[src/rtl/alu_issue_queue_pkg.sv]
// Shared CPU types for the ALU issue queue.
// Payload bundle, register tags and the queue entry record.
package alu_issue_queue_pkg;

  typedef logic [5:0] reg_addr_t;

  typedef enum logic [3:0] {
    ALU_ADD,
    ALU_ADDU,
    ALU_SUB,
    ALU_AND,
    ALU_OR,
    ALU_XOR,
    ALU_SLT,
    ALU_SLL
  } alu_op_e;

  typedef struct packed {
    alu_op_e     op;
    logic        rf_we;
    logic        use_imm;
    logic [15:0] imm;
  } decoded_inst_t;

  typedef struct packed {
    decoded_inst_t inst;
    reg_addr_t     phy_dest;
    logic [4:0]    rob_entry_num;
    reg_addr_t     src1;
    reg_addr_t     src2;
    logic [31:0]   src1_val;
    logic [31:0]   src2_val;
  } issue_to_execute_bus_t;

  typedef struct packed {
    issue_to_execute_bus_t payload;
    logic                  valid;
    logic                  rdy1;
    logic                  rdy2;
  } iq_entry_t;

endpackage

[src/rtl/alu_issue_queue_select.sv]
// Lowest-index priority picker for the ALU issue queue.
// Emits a one-hot grant, its index and an any-grant flag.
module alu_iq_select #(
  parameter int N = 8
) (
  input  logic [N-1:0]         req_i,
  output logic [N-1:0]         gnt_o,
  output logic [$clog2(N)-1:0] idx_o,
  output logic                 vld_o
);

  localparam int IW = $clog2(N);

  // Scanning downward lets the lowest requester win last.
  always_comb begin
    gnt_o = '0;
    idx_o = '0;
    vld_o = 1'b0;
    for (int i = N - 1; i >= 0; i--) begin
      if (req_i[i]) begin
        gnt_o    = '0;
        gnt_o[i] = 1'b1;
        idx_o    = IW'(i);
        vld_o    = 1'b1;
      end
    end
  end

endmodule

[src/rtl/alu_issue_queue.sv]
// Compacting ALU issue queue: oldest-first select, one issue per cycle.
// Define ALU_IQ_SPEC_WAKEUP_EN for speculative back-to-back wakeup.
module alu_issue_queue
  import alu_issue_queue_pkg::*;
#(
  parameter int DEPTH      = 8,
  parameter int WAKE_PORTS = 2
) (
  input  logic                          clk,
  input  logic                          reset,
  input  logic                          flush,
  input  logic                          dispatch_valid,
  input  issue_to_execute_bus_t         dispatch_inst,
  input  logic [1:0]                    dispatch_src_ready,
  output logic                          iq_allowin,
  input  logic [WAKE_PORTS-1:0]         wakeup_valid,
  input  reg_addr_t [WAKE_PORTS-1:0]    wakeup_tag,
  output logic                          issue_to_alu_valid,
  output issue_to_execute_bus_t         issue_inst,
  output logic [$clog2(DEPTH):0]        iq_count
);

  localparam int IW = $clog2(DEPTH);
  localparam int NT = WAKE_PORTS + 1;

  iq_entry_t [DEPTH-1:0]  ent_q, ent_d;
  iq_entry_t [DEPTH:0]    upd;
  iq_entry_t              new_ent;
  logic [IW:0]            cnt_q, cnt_d, wr_idx;
  logic                   iss_vld_q;
  issue_to_execute_bus_t  iss_q, iss_d;
  logic [DEPTH-1:0]       req, gnt;
  logic [IW-1:0]          gidx;
  logic                   gvld;
  logic                   disp_fire;
  logic                   spec_vld;
  reg_addr_t              spec_tag;
  logic [NT-1:0]          wk_vld;
  reg_addr_t [NT-1:0]     wk_tag;

  // Tag 0 is the hardwired zero register and never needs waking.
  function automatic logic woke(
    input reg_addr_t          t,
    input logic [NT-1:0]      v,
    input reg_addr_t [NT-1:0] tg
  );
    logic hit;
    hit = 1'b0;
    for (int k = 0; k < NT; k++)
      hit = hit | (v[k] && (tg[k] == t) && (t != '0));
    return hit;
  endfunction

  always_comb begin
    for (int i = 0; i < DEPTH; i++)
      req[i] = ent_q[i].valid & ent_q[i].rdy1 & ent_q[i].rdy2;
  end

  alu_iq_select #(.N(DEPTH)) u_sel (
    .req_i (req),
    .gnt_o (gnt),
    .idx_o (gidx),
    .vld_o (gvld)
  );

`ifdef ALU_IQ_SPEC_WAKEUP_EN
  assign spec_vld = gvld && ent_q[gidx].payload.inst.rf_we;
  assign spec_tag = ent_q[gidx].payload.phy_dest;
`else
  assign spec_vld = 1'b0;
  assign spec_tag = '0;
`endif

  assign wk_vld = {spec_vld, wakeup_valid};
  assign wk_tag = {spec_tag, wakeup_tag};

  assign iq_allowin = (cnt_q < (IW+1)'(DEPTH)) && !flush;
  assign disp_fire  = dispatch_valid && iq_allowin;
  assign wr_idx     = cnt_q - {{IW{1'b0}}, gvld};
  assign cnt_d      = cnt_q + {{IW{1'b0}}, disp_fire}
                            - {{IW{1'b0}}, gvld};
  assign iss_d      = gvld ? ent_q[gidx].payload : iss_q;

  always_comb begin
    new_ent         = '0;
    new_ent.payload = dispatch_inst;
    new_ent.valid   = 1'b1;
    new_ent.rdy1    = dispatch_src_ready[0]
                    | woke(dispatch_inst.src1, wk_vld, wk_tag);
    new_ent.rdy2    = dispatch_src_ready[1]
                    | woke(dispatch_inst.src2, wk_vld, wk_tag);
  end

  always_comb begin
    upd = '0;
    for (int i = 0; i < DEPTH; i++) begin
      upd[i]      = ent_q[i];
      upd[i].rdy1 = ent_q[i].rdy1
                  | woke(ent_q[i].payload.src1, wk_vld, wk_tag);
      upd[i].rdy2 = ent_q[i].rdy2
                  | woke(ent_q[i].payload.src2, wk_vld, wk_tag);
    end
  end

  // Slots at or above the granted one pull from their upper neighbour.
  always_comb begin
    logic run;
    run   = 1'b0;
    ent_d = '0;
    for (int i = 0; i < DEPTH; i++) begin
      run      = run | gnt[i];
      ent_d[i] = run ? upd[i+1] : upd[i];
    end
    if (disp_fire)
      ent_d[wr_idx[IW-1:0]] = new_ent;
  end

  always_ff @(posedge clk) begin
    if (reset) begin
      ent_q     <= '0;
      cnt_q     <= '0;
      iss_vld_q <= 1'b0;
      iss_q     <= '0;
    end else if (flush) begin
      ent_q     <= '0;
      cnt_q     <= '0;
      iss_vld_q <= 1'b0;
    end else begin
      ent_q     <= ent_d;
      cnt_q     <= cnt_d;
      iss_vld_q <= gvld;
      iss_q     <= iss_d;
    end
  end

  assign issue_to_alu_valid = iss_vld_q;
  assign issue_inst         = iss_q;
  assign iq_count           = cnt_q;

endmodule

[config.mk]
export PLATFORM = sky130hd
export DESIGN_NAME = alu_issue_queue
export DESIGN_NICKNAME = d
export VERILOG_FILES = /design/src/rtl/alu_issue_queue_pkg.sv /design/src/rtl/alu_issue_queue_select.sv /design/src/rtl/alu_issue_queue.sv
export SDC_FILE = /design/constraint.sdc
export NUM_CORES = 2
export LEC_CHECK = 0
export BUFFER_PORTS_ARGS = -buffer_cell sky130_fd_sc_hd__buf_2
export CORE_MARGIN = 3
export CORE_UTILIZATION = 40
export DETAILED_ROUTE_END_ITERATION = 10
export GPL_TIMING_DRIVEN = 0
export PLACE_DENSITY = 0.62
export SYNTH_ARGS = -nofsm -noshare
export SYNTH_HDL_FRONTEND = slang
export SYNTH_SLANG_ARGS = --single-unit
[constraint.sdc]
create_clock -name clk -period 3.64 [get_ports clk]
set_input_delay 0.364 -clock clk [delete_from_list [all_inputs] [get_ports clk]]
set_output_delay 0.364 -clock clk [all_outputs]
set_load 0.02 [all_outputs]
# [Yosys cells after proc, flatten, opt, wreduce, memory -nomap -nowiden]
# Index checks and enable logic that the tools add are counted.
[totals] inputBits=129 register_bits=1010 output_inout_bits=115 word_cells=353
[op_classes] magnitude_cmp=4 n_mux=38 reduce_logical=96 addsub=3 n_eq_ne=36 bitwise=60
[op_table] op="$mux 112" count=10
[op_table] op="$bwmux 896" count=1
[op_table] op="$mux 896" count=1
[op_table] op="$bmux 112 s3" count=1
[op_table] op="$demux 112 s3" count=1
[op_table] op="$eq 6x6->1" count=36
[op_table] op="$reduce_bool 6->1" count=18
[op_table] op="$logic_and 1x1->1" count=75
[op_table] op="$mux 8" count=8
[op_table] op="$or 1x1->1" count=43
[op_table] op="$mux 3" count=8
[op_table] op="$and 1x1->1" count=16
[op_table] op="$lt 3x4->1 const B" count=2
[op_table] op="$mux 1" count=8
[op_table] op="$add 4x1->4" count=1
[op_table] op="$lt 4x4->1 const B" count=1
[op_table] op="$sub 4x1->4" count=1
[op_table] op="$ge 3x1->1 const B" count=1
[op_table] op="$sub 3x1->3" count=1
[op_table] op="$reduce_and 2->1" count=1
[op_table] op="$reduce_or 2->1" count=1
[op_table] op="$logic_not 1->1" count=1
[op_table] op="$not 1->1" count=1

# [Depth between registers and ports, before layout]
[depth] depth_word=20 mapped_depth=14 depth_no_buf=12

# [Hierarchy]
# From an unflattened synthesis, not the netlist that was laid out.
[unflattened] cells_unflattened=5810 hier_area_um2=50950.1
[modules_own_cells] mod="alu_issue_queue" seq_area_each_um2=20219.4 cells_each=5788 area_each_um2=50791.2 n_inst=1
[modules_own_cells] mod="alu_iq_select" seq_area_each_um2=0.0 cells_each=22 area_each_um2=158.9 n_inst=1

# [Least setup slack after synthesis]
# Ideal clock, no wire load.
[synth_path] path_kind="register to register" start="reg ent_q[226] (netlist bit)" end="reg ent_q[404] (netlist bit)" t_arrival_ps=3109 setup_time_ps=91 path_slack_ps=440 path_stages_with_launch=15 t_required_ps=3549 n_path_buf=4 period_less_slack_ps=3200 path_cell_list="dfxtp_1 nand3_1 nand4_1 nor3_2 clkbuf_1 inv_1 ha_1 ha_1 clkbuf_1 nor2_1 nand2_1 clkbuf_1 clkbuf_1 nor2_1 a311oi_1"
[synth_between] elab_chain_len=12 word_cells_on_any_way=20 cone_classes="1 x add/sub; 2 x order compare; 11 x mux; 5 x bitwise; 1 x reduce/logical"
[synth_lines] item="from (decl)" line_no="alu_issue_queue.sv:26" rtl="iq_entry_t [DEPTH-1:0] ent_q, ent_d;"
[synth_lines] item="from (signal assigned)" line_no="alu_issue_queue.sv:129" rtl="ent_q <= ent_d;"
[synth_lines] item="$and 1x1->1 (*) (2 in a row)" line_no="alu_issue_queue.sv:56" rtl="req[i] = ent_q[i].valid & ent_q[i].rdy1 & ent_q[i].rdy2;"
[synth_lines] item="$mux 1 (3 in a row)" line_no="alu_issue_queue_select.sv:20" rtl="if (req_i[i]) begin"
[synth_lines] item="$sub 3x1->3" line_no="alu_issue_queue.sv:79" rtl="assign wr_idx = cnt_q - {{IW{1'b0}}, gvld};"
[synth_lines] item="$lt 3x4->1 (implied by the code) or $ge 3x1->1 (tied branches)" line_no="alu_issue_queue.sv:115" rtl="ent_d[wr_idx[IW-1:0]] = new_ent;"
[synth_lines] item="$logic_and 1x1->1 (implied by the code)" line_no="alu_issue_queue.sv:115"
[synth_lines] item="$mux 112 (implied by the code)" line_no="alu_issue_queue.sv:115"
[synth_lines] item="$demux 112 s3" line_no="alu_issue_queue.sv:115"
[synth_lines] item="$bwmux 896" line_no="alu_issue_queue.sv:115"
[synth_lines] item="$mux 896 (*)" line_no="alu_issue_queue.sv:114" rtl="if (disp_fire)"
# Mark *: on every way between the ends. The rest lies on a longest branch, timed or not.
# A chain may end at the register's enable or synchronous reset.

# [Worst setup path in the final report]
[layout_path] start="reg ent_q[338] (netlist bit)" end="reg ent_q[382] (netlist bit)"
[layout_between] elab_chain_len=13 word_cells_on_any_way=22 cone_classes="1 x add/sub; 2 x order compare; 13 x mux; 5 x bitwise; 1 x reduce/logical"
[layout_lines] item="$and 1x1->1 (*) (2 in a row)" line_no="alu_issue_queue.sv:56"
[layout_lines] item="$mux 1 (4 in a row)" line_no="alu_issue_queue_select.sv:20"
[layout_lines] item="$sub 3x1->3" line_no="alu_issue_queue.sv:79"
[layout_lines] item="$lt 3x4->1 (implied by the code) or $ge 3x1->1 (tied branches)" line_no="alu_issue_queue.sv:115"
[layout_lines] item="$logic_and 1x1->1 (implied by the code)" line_no="alu_issue_queue.sv:115"
[layout_lines] item="$mux 112 (implied by the code)" line_no="alu_issue_queue.sv:115"
[layout_lines] item="$demux 112 s3" line_no="alu_issue_queue.sv:115"
[layout_lines] item="$bwmux 896" line_no="alu_issue_queue.sv:115"
[layout_lines] item="$mux 896 (*)" line_no="alu_issue_queue.sv:114"
# Marks and branches as above.

==> metrics.md <==
| Metric | Value |
|---|---|
| CTS buffer count | 110 |
| IO Pins | 244 |
| CP delay by family, top | buffers and inverters |
| Max-slew headroom | -10.3% |
| Post-synth EDFFs | 0 |
| Fin area | 60400 sq um |
| Netlist Area Pre-Place | 52100 sq um |
| Crit path from | ent_q[338] |
| Hold slack | 0.0451 ns |
| Crit path launch type | flop |
| Wire per inst | 29.1 um |
| P per Cell Area | 405 nW/um^2 |
| Setup WS pre-CTS | -2.76 ns |
| CTS clk-pin slew, worst paths | 0.06 ns |
| Final hold violation count | 0 |
| Initial Utilization | 40.6% |
| WL final | 252000 um |
| Reg area | 20200 sq um |
| DP HPWL | 179000 um |
| Later-pin clock latency in the skew report | 0.77 ns |
| Port bufs | 131 |
| Drc violations | 0 |
| Via count of the first global-routing pass | 50000 |
| Setup ws final | -0.144 ns |
| Hold Crit Start | dispatch_inst[61] |
| Grt ovf | 0 |
| CTS max path bufs | 3 |
| Top_reg_cell synth | dfxtp_1 |
| Nets | 6930 |
| FFs w/ async S/R, synth | 0% |
| Violated checks | max-capacitance violations, max-slew violations, negative setup slack |
| Placeable Area | 129000 sq um |
| Period Utilization, post-route | 104% |
| Crit path capture type | flop |
| RSZ-0062 raised after global routing | true |
| Antenna violations before repair | 13 |
| Min Tclk post-route | 3.78 ns |
| Area of the multi-input gates | 28900 sq um |
| Post-Syn Nets | 6590 |
| FILL cells | 12800 |
| Tot GR Track Use | 35.4% |
| Worst Path Max Fanout | 10 |
| Max Cap Viol | 4 |
| Root Buffer | clkbuf_16 |
| Worst path cell trace | nand3_2 -> nand4_1 -> buf_2 -> clkbuf_1 -> clkbuf_1 -> nand2_1 -> a311oi_1 |
| VDD IR-drop max | 0.400 mV |
| Slew @ Worst Pin | 1.65 ns |
| Layout overhead on the synthesized area | 15.9% |
| CP max stage cell | clkbuf_1 |
| Hold WC Path Type | in2reg |
| Post-synthesis instance total | 6455 |
| H-tree depth | 3 |
| Buf/Inv on CP | 3 |
| Total number of vias | 54000 |
| Largest net degree at the start of global routing | 16 |
| Final ANT Viol Nets | 0 |
| Critical path data required time | 4.29 ns |
| Crit Path Class | reg2reg |
| CTS tree | yes |
| Syn. warnings | 0 |
| Dpl cell area | 55100 sq um |
| First-pass GRT wire length | 356000 um |
| Die area | 135000 sq um |
| Clk_skew | 0.0438 ns |
| CP dominant cell by count | clkbuf_1 |
| DIE WIDTH | 367 um |
| Static leakage | 22.9 nW |
| Yosys cell types | 47 |
| Fin. max-slew vios | 36 |
| Worst r2r src | ent_q[338] |
| # setup viols final | 28 |
| Crit path arrival time | 4.43 ns |
| Clock Sinks | 1010 |
| Syn Area/Cell | 8.08 sq um |
| Average via count per standard cell | 6.26 |
| Synth Register Bits | 1010 |
| Status | finished, violations left |
| Setup TNS | -1.78 ns |
| Slowest cell delay on critical path | 1.23 ns |
| Drt pass-1 iters | 8 |
| Die height | 367 um |
| Routability cong. | 1.01 |
| Sequential element share of the synthesized area | 38.8% |
| Initial DRC Count | 7637 |
| Max Fclk | 264 MHz |
| Share of layout cells above drive strength 1 | 11.0% |
| Core Rows | 131 |
[synthesized netlist by cell type (52+ instances only)]
cell / instances / area (sq um)
a21oi_1: 160 / 801
mux2i_1: 705 / 7060
a211oi_1: 500 / 3750
xnor2_1: 140 / 1230
xor2_1: 82 / 718
nand3_1: 312 / 1560
dfxtp_1: 1010 / 20200
buf_2: 79 / 395
nor2_1: 944 / 3540
a311oi_1: 328 / 2870
clkbuf_2: 97 / 485
o22ai_1: 85 / 532
clkbuf_1: 512 / 1920
o221a_2: 52 / 586
nand2_1: 1125 / 4220
[flip-flops by register name, summed over array words and instances (netlist names)]
register and count:
issue_inst 109, iq_count 4, ent_q 896, issue_to_alu_valid 1
[logic make-up after synthesis]
family | count (synthesis) | share of synthesized area [%]
buf+inv | 762 | 6.15
mux | 705 | 13.5
simple gates | 2524 | 19.6
fa+ha+maj | 6 | 0.158
xor+xnor | 222 | 3.73
compound gates | 1226 | 18.0
flops | 1010 | 38.8
[final timing paths]
path	to	slack [ns]	depth (start not counted)
min reg2reg	ent_q[66]	0.46	2
max reg2reg	ent_q[382]	-0.14	7
min	ent_q[848]	0.05	3
max	ent_q[382]	-0.14	7
[cell usage in the layout (no fill, tap or decap), types with 52 or more instances in the layout]
| master | n |
|---|---|
| buf_2 | 221 |
| dlygate4sd3_1 | 89 |
| dfxtp_1 | 1010 |
| xnor2_1 | 139 |
| o22ai_1 | 85 |
| xor2_1 | 81 |
| o221a_2 | 52 |
| nand3_1 | 305 |
| mux2i_1 | 705 |
| clkbuf_16 | 118 |
| a21oi_1 | 160 |
| clkbuf_2 | 206 |
| nand2_1 | 1121 |
| a311oi_1 | 328 |
| nor2_1 | 939 |
| clkbuf_1 | 397 |
| a211oi_1 | 500 |
[area by class of cell]
type | instances | share of cell area (%)
Antenna cell | 22 | 0.0911
Tap cell | 1729 | 3.58
Sequential cell | 1010 | 33.5
Buffer | 752 | 5.93
Clock buffer | 167 | 5.48
Clock inverter | 37 | 0.812
Timing Repair Buffer | 231 | 2.77
Inverter | 7 | 0.0435
Multi-Input combinational cell | 4683 | 47.8
[power by group]
part           internal (mW)  leakage, nW  switching, mW
logic                  0.334         12.9          0.936
registers               11.1         8.14         0.0419
clock network           6.91         1.87           5.13
[tightest hold or removal path, delay by kind of cell]
| family | cells | cell delay, ns |
|---|---|---|
| buf+inv | 1 | 0.20 |
| simple gates | 1 | 0.12 |
| compound gates | 1 | 0.06 |
[layer usage]
| metal | global-route usage, % | share of wire (%) | up-vias |
|---|---|---|---|
| li1 | - | - | 23500 |
| met1 | 47.6 | 40 | 26200 |
| met2 | 51.3 | 42 | 3656 |
| met3 | 9.32 | 12 | 637 |
| met4 | 20.1 | 6.0 | 2 |
| met5 | 0 | 0.0028 | - |
[through the flow]
step	instances	total power, mW	util, %
final	8638	24.5	47.0
after global routing	8617	24.9	47.0
after CTS	8612	24.3	46.8
after detailed placement	8319	12.5	42.8
after global placement	8315	12.5	42.8
after floorplan	6455	12.0	-
[what timing repair did]
item | in CTS | in global routing
pin swaps | 3 | 1
endpoints found under the setup margin | 1009 | 905
cloned | 0 | 1
gates resized for setup | 154 | 121
endpoints found under the hold margin | 245 | 0
hold buffers | 89 | 0
setup buffers | 2 | 4
No activity file was read; power rests on OpenSTA's default activity.
